==> src/rtl/vga_block_timing.sv <==
// 640x480@60 VGA raster timing with 16x16 block coordinates.
// Registered outputs trail the pixel counters by one clk.
module vga_block_timing #(
   parameter int PIX_DIV   = 2,
   parameter int H_VISIBLE = 640,
   parameter int H_FP      = 16,
   parameter int H_SYNC    = 96,
   parameter int H_BP      = 48,
   parameter int V_VISIBLE = 480,
   parameter int V_FP      = 10,
   parameter int V_SYNC    = 2,
   parameter int V_BP      = 33
) (
   input  logic       clk,
   input  logic       rst_n,
   output logic       hsync,
   output logic       vsync,
   output logic [5:0] XPos,
   output logic [4:0] YPos,
   output logic       valid,
   output logic       frame_start
);

   localparam int DW = (PIX_DIV > 1) ? $clog2(PIX_DIV) : 1;

   localparam logic [DW-1:0] DIV_LAST = DW'(PIX_DIV - 1);

   localparam logic [9:0] H_VIS  = 10'(H_VISIBLE);
   localparam logic [9:0] H_S0   = 10'(H_VISIBLE + H_FP);
   localparam logic [9:0] H_S1   = 10'(H_VISIBLE + H_FP + H_SYNC - 1);
   localparam logic [9:0] H_LAST =
      10'(H_VISIBLE + H_FP + H_SYNC + H_BP - 1);

   localparam logic [9:0] V_VIS  = 10'(V_VISIBLE);
   localparam logic [9:0] V_S0   = 10'(V_VISIBLE + V_FP);
   localparam logic [9:0] V_S1   = 10'(V_VISIBLE + V_FP + V_SYNC - 1);
   localparam logic [9:0] V_LAST =
      10'(V_VISIBLE + V_FP + V_SYNC + V_BP - 1);

   logic [DW-1:0] div_cnt;
   logic [9:0]    h_cnt;
   logic [9:0]    v_cnt;
   logic          pix_en;
   logic          h_wrap;
   logic          v_wrap;

   assign pix_en = (div_cnt == DIV_LAST);
   assign h_wrap = (h_cnt == H_LAST);
   assign v_wrap = (v_cnt == V_LAST);

   always_ff @(posedge clk or negedge rst_n) begin
      if (!rst_n) begin
         div_cnt <= '0;
         h_cnt   <= '0;
         v_cnt   <= '0;
      end else begin
         div_cnt <= pix_en ? '0 : div_cnt + 1'b1;
         if (pix_en) begin
            if (h_wrap) begin
               h_cnt <= '0;
               v_cnt <= v_wrap ? '0 : v_cnt + 1'b1;
            end else begin
               h_cnt <= h_cnt + 1'b1;
            end
         end
      end
   end

   // Block coordinates are plain truncations; consumers gate with valid.
   always_ff @(posedge clk or negedge rst_n) begin
      if (!rst_n) begin
         hsync       <= 1'b1;
         vsync       <= 1'b1;
         valid       <= 1'b0;
         XPos        <= '0;
         YPos        <= '0;
         frame_start <= 1'b0;
      end else begin
         valid       <= (h_cnt < H_VIS) && (v_cnt < V_VIS);
         hsync       <= !((h_cnt >= H_S0) && (h_cnt <= H_S1));
         vsync       <= !((v_cnt >= V_S0) && (v_cnt <= V_S1));
         XPos        <= h_cnt[9:4];
         YPos        <= v_cnt[8:4];
         frame_start <= pix_en && h_wrap && v_wrap;
      end
   end

endmodule
==> config.mk <==
export PLATFORM = sky130hd
export DESIGN_NAME = vga_block_timing
export DESIGN_NICKNAME = d
export VERILOG_FILES = /design/src/rtl/vga_block_timing.sv
export SDC_FILE = /design/constraint.sdc
export NUM_CORES = 1
export LEC_CHECK = 0
export CAP_MARGIN = 20
export CORE_MARGIN = 2
export CORE_UTILIZATION = 54
export DETAILED_ROUTE_END_ITERATION = 8
export GPL_ROUTABILITY_DRIVEN = 1
export GPL_TIMING_DRIVEN = 0
export PLACE_DENSITY = 0.77
export SYNTH_ARGS = -nofsm -noshare
export SYNTH_HDL_FRONTEND = slang
export SYNTH_SLANG_ARGS = --single-unit
export TNS_END_PERCENT = 50
==> constraint.sdc <==
create_clock -name clk -period 2 [get_ports clk]
set_input_delay 0.3 -clock clk [delete_from_list [all_inputs] [get_ports clk]]
set_output_delay 0.3 -clock clk [all_outputs]
set_load 0.01 [all_outputs]
=== Yosys cells after proc, flatten, opt, wreduce, memory -nomap -nowiden ===
Index checks and enable logic that the tools add are counted.

* $add $sub $neg: 3
* Order comparisons: 6
* Equal/unequal tests: 2
* Multiplexer cells: 3
* Reduce and logical (&&, ||, !) cells: 8

{| class="wikitable"
|+ Operators by type and width
! kind !! number
|-
| 10-bit by 1-bit adder with 10-bit output (second input constant) || 2
|-
| 10-bit == test (second input constant) || 2
|-
| 10-bit two-way mux || 2
|-
| 10-bit >= comparator (second input constant) || 1
|-
| 10-bit by 9-bit >= comparator with 1-bit output (second input constant) || 1
|-
| 10-bit less-or-equal comparator (second input constant) || 1
|-
| 10-bit by 9-bit less-or-equal comparator with 1-bit output (second input constant) || 1
|-
| 10-bit less-than comparator (second input constant) || 1
|-
| 10-bit by 9-bit less-than comparator with 1-bit output (second input constant) || 1
|-
| 1-bit logical AND || 5
|-
| 1-bit zero test || 2
|-
| 2-bit AND reduction || 1
|-
| 1-bit adder (second input constant) || 1
|-
| 1-bit two-way mux || 1
|}

* Register bits after elaboration: 36
* Bits of input ports: 2
* Output and inout port bits: 15
* Logic and storage cells: 31

=== Depth between registers and ports, before layout ===
* Depth in word-level cells: 3
* Mapped depth: 6
* Mapped depth without buffers: 6

=== Least setup slack after synthesis ===
No wires, ideal clock.

* Kind: register to register
* Start: reg h_cnt[0]
* End: reg v_cnt[9]
* Setup time: 0.077 ns
* Arrival time: 1.499 ns
* Required time: 1.923 ns
* Path slack: 0.424 ns
* Cell stages (with the launch flop): 6
* Path buffers: 0
* Period minus slack after synthesis: 1.576 ns
* Cells stage by stage: dfrtp_1 ha_1 and4_1 nand3_4 or4_1 a21oi_1

* Cells in the longest elaborated chain, start to end: 2

{| class="wikitable"
|+ Ends and longest elaborated chain
! what !! line !! text
|-
| start, declared || 41 || <nowiki>logic [9:0] h_cnt;</nowiki>
|-
| start signal, assigned || 63 || <nowiki>h_cnt <= h_cnt + 1'b1;</nowiki>
|-
| 10-bit == test || 48 || <nowiki>assign h_wrap = (h_cnt == H_LAST);</nowiki>
|-
| 2-bit AND reduction (no line) || -- ||
|-
| end signal, assigned || 61 || <nowiki>v_cnt <= v_wrap ? '0 : v_cnt + 1'b1;</nowiki>
|-
| end, declared || 42 || <nowiki>logic [9:0] v_cnt;</nowiki>
|}

Every way passes these cells.
A chain may end at the register's enable or synchronous reset.

=== Worst setup path after layout ===
* Start: reg h_cnt[0]
* End: reg v_cnt[6]

The elaborated chain is that of the path after synthesis.

==> metrics.yaml <==
cts-root-buf: "clkbuf_4"
syn_nets: 139
cts_buffer_depth: 2
finalSetupViolations: 0
firstDrtPassIters: 4
setup_ws_ns: 0.148
grt_overflow: 0
grt_pass1_vias: 998
syn_avg_cell_area_um2: 11.5
p_leak_uw: 0.000800
placed_area_um2: 1720
max_freq_mhz: 540
ys_warn_count: 0
start_kind: "flip-flop"
routedWlPerCell_um: 14.6
drc: 0
die_area_um2: 3270
rows: 19
final_layout_size_suffix_gt1_share_pct: 10.8
synth_edf_count: 0
synthTopCellsByArea: "dfrtp_1, xnor2_1, nand4_1"
critPathKind: "reg -> reg"
clk_latency_ns: 0.34
mostFrequentLayoutCells: "dfrtp_1, clkdlybuf4s50_1, nand2_1"
relSlewSlack_pct: 49.4
via_per_inst: 5.70
start_util_pct: 56.3
cts_sinks: 36
netlist_instances: 133
drt_iter0_drc: 33
die_w_um: 57.1
drv_slew: 0
grtUsageTotal_pct: 19.0
synthFlopType: "dfrtp_1"
status: "finished clean"
final_common_cell: "dfrtp_1"
fin_crit_sh_pct: 92.6
tightest_slew_ns: 0.759
yosysTopAreaCellShare_pct: 55.8
dp_hpwl_mm: 1.84
rsz0062_at_grt: "false"
hp-class: "in -> async"
met1_usage_pct: 24.3
synth-seq-cells: 36
grt_pass1_wl_mm: 4.55
ctsResizeCount: 0
area_growth_syn_to_layout_pct: 18.0
final_antenna_net_count: 0
nNetsFinal: 162
synth-seq-area-share_pct: 59.2
grt_busiest_layer: "met2"
cts_tree: "done"
io_buffers: 16
cap_violations: 0
clock_skew_ns: 0.00962
max_stage_delay_ns: 0.51
worstSetupEndpointType: "flip-flop"
postCtsSetupBuffers: 0
clk_pin_slew_ns: 0.12
finalHoldViolations: 0
synth.cell_area_um2: 1530
crit_fanout: 9
io_pins: 17
hold_buffers: 0
grt_max_degree: 37
fin_area_um2: 1800
synth.distinct_cells: 33
worstPathArrival_ns: 2.08
post-place-ws_ns: 0.181
crit_path_frequent_cell: "nand4_1"
die_h_um: 57.1
pwr_density_cell_nw_per_um2: 696
cp_cell_sequence: "ha_1 > nand4_1 > nor3_2 > nand4_1 > xnor2_1"
met3_usage_pct: 7.03
yosysTopAreaCell: "dfrtp_1"
antenna_cells: 0
coreArea_um2: 2710
ir_worst_vdd_mv: 0.553
critPathSlowestCell: "nor3_2"
numCtsBuffers: 5
fin_crit_ns: 1.85
routed_wl_mm: 2.75
r2r_cells: 5
whs_ns: 0.0155
async_flop_share_pct: 100
antenna_found_initial: 0
h-tree-depth: 2
vias: 1072
gp_congestion: 0.850
met2_usage_pct: 27.9
required_ns: 2.23
## final timing paths
kind | from | end | slack (ns)
setup / recovery | h_cnt[0] | v_cnt[6] | 0.15
hold / removal | rst_n | div_cnt | 0.02
setup reg to reg | h_cnt[0] | v_cnt[6] | 0.15
hold reg to reg | h_cnt[4] | XPos[0] | 0.38
max in group asynchronous | rst_n | YPos[2] | 1.50
min in group clk | h_cnt[4] | XPos[0] | 0.38
## area by class of cell
| type | instances | area, um^2 |
|---|---|---|
| clock buffers | 5 | 37.5 |
| well taps | 31 | 38.8 |
| repair buffers | 16 | 155 |
| inverters | 5 | 18.8 |
| fillers | 215 | 911 |
| clock inverters | 3 | 42.5 |
| multi-input cells | 88 | 582 |
| flip-flops and latches | 36 | 903 |
| plain buffers | 4 | 21.3 |
## kinds of logic (layout without fill, tap and decap cells)
kind of cell | Yosys count | count (layout) | share of synthesized area (%)
compound gates | 9 | 9 | 3.45
buf+inv | 9 | 33 | 2.62
mux | 1 | 1 | 0.656
flops | 36 | 36 | 59.2
simple gates | 60 | 60 | 22.7
xor+xnor | 14 | 14 | 8.04
fa+ha+maj | 4 | 4 | 3.28
## synthesized netlist by cell type (2+ instances only)
cell      n
dfrtp_1  34
nand2_1  10
nand3_1   9
nand4_1   9
nor2_1    9
xnor2_1   9
nor3_1    7
inv_1     5
xor2_1    5
ha_1      4
o21ai_0   4
and3_1    3
nor4_1    3
a21oi_1   2
dfstp_2   2
## power breakdown
group / internal [uW] / switching [uW] / total (uW)
combinational: 0.703 / 12.9 / 13.6
clock: 260 / 251 / 511
sequential: 728 / 0 / 728
## routing by layer
metal	up-vias	share of wire [%]
li1	517	-
met1	519	44
met2	32	50
met3	4	4.6
met4	0	1.6
met5	-	0
## per-stage QoR
step / TNS (ns) / total power, uW / util [%] / std cells
finish: 0 / 1250 / 66.4 / 188
global route: 0 / 1290 / 66.4 / 188
CTS: 0 / 1260 / 66.4 / 188
detailed placement: 0 / 756 / 63.4 / 180
global placement: -1.37 / 757 / 63.6 / 180
floorplan: 0 / 742 / - / 133
## flip-flops by register name (all words and copies together), names as in the netlist
name,cells
YPos,5
v_cnt,10
valid,1
div_cnt,1
hsync,1
frame_start,1
h_cnt,10
vsync,1
XPos,6
## worst max-delay path: cells and delay by family, from the launching register on
| kind | cells | cell delay (ns) |
|---|---|---|
| XOR/XNOR | 1 | 0.16 |
| adder cells (fa/ha/maj) | 1 | 0.24 |
| flip-flops | 1 | 0.39 |
| AND/OR/NAND/NOR | 3 | 0.95 |
No activity file was read; power rests on OpenSTA's default activity.
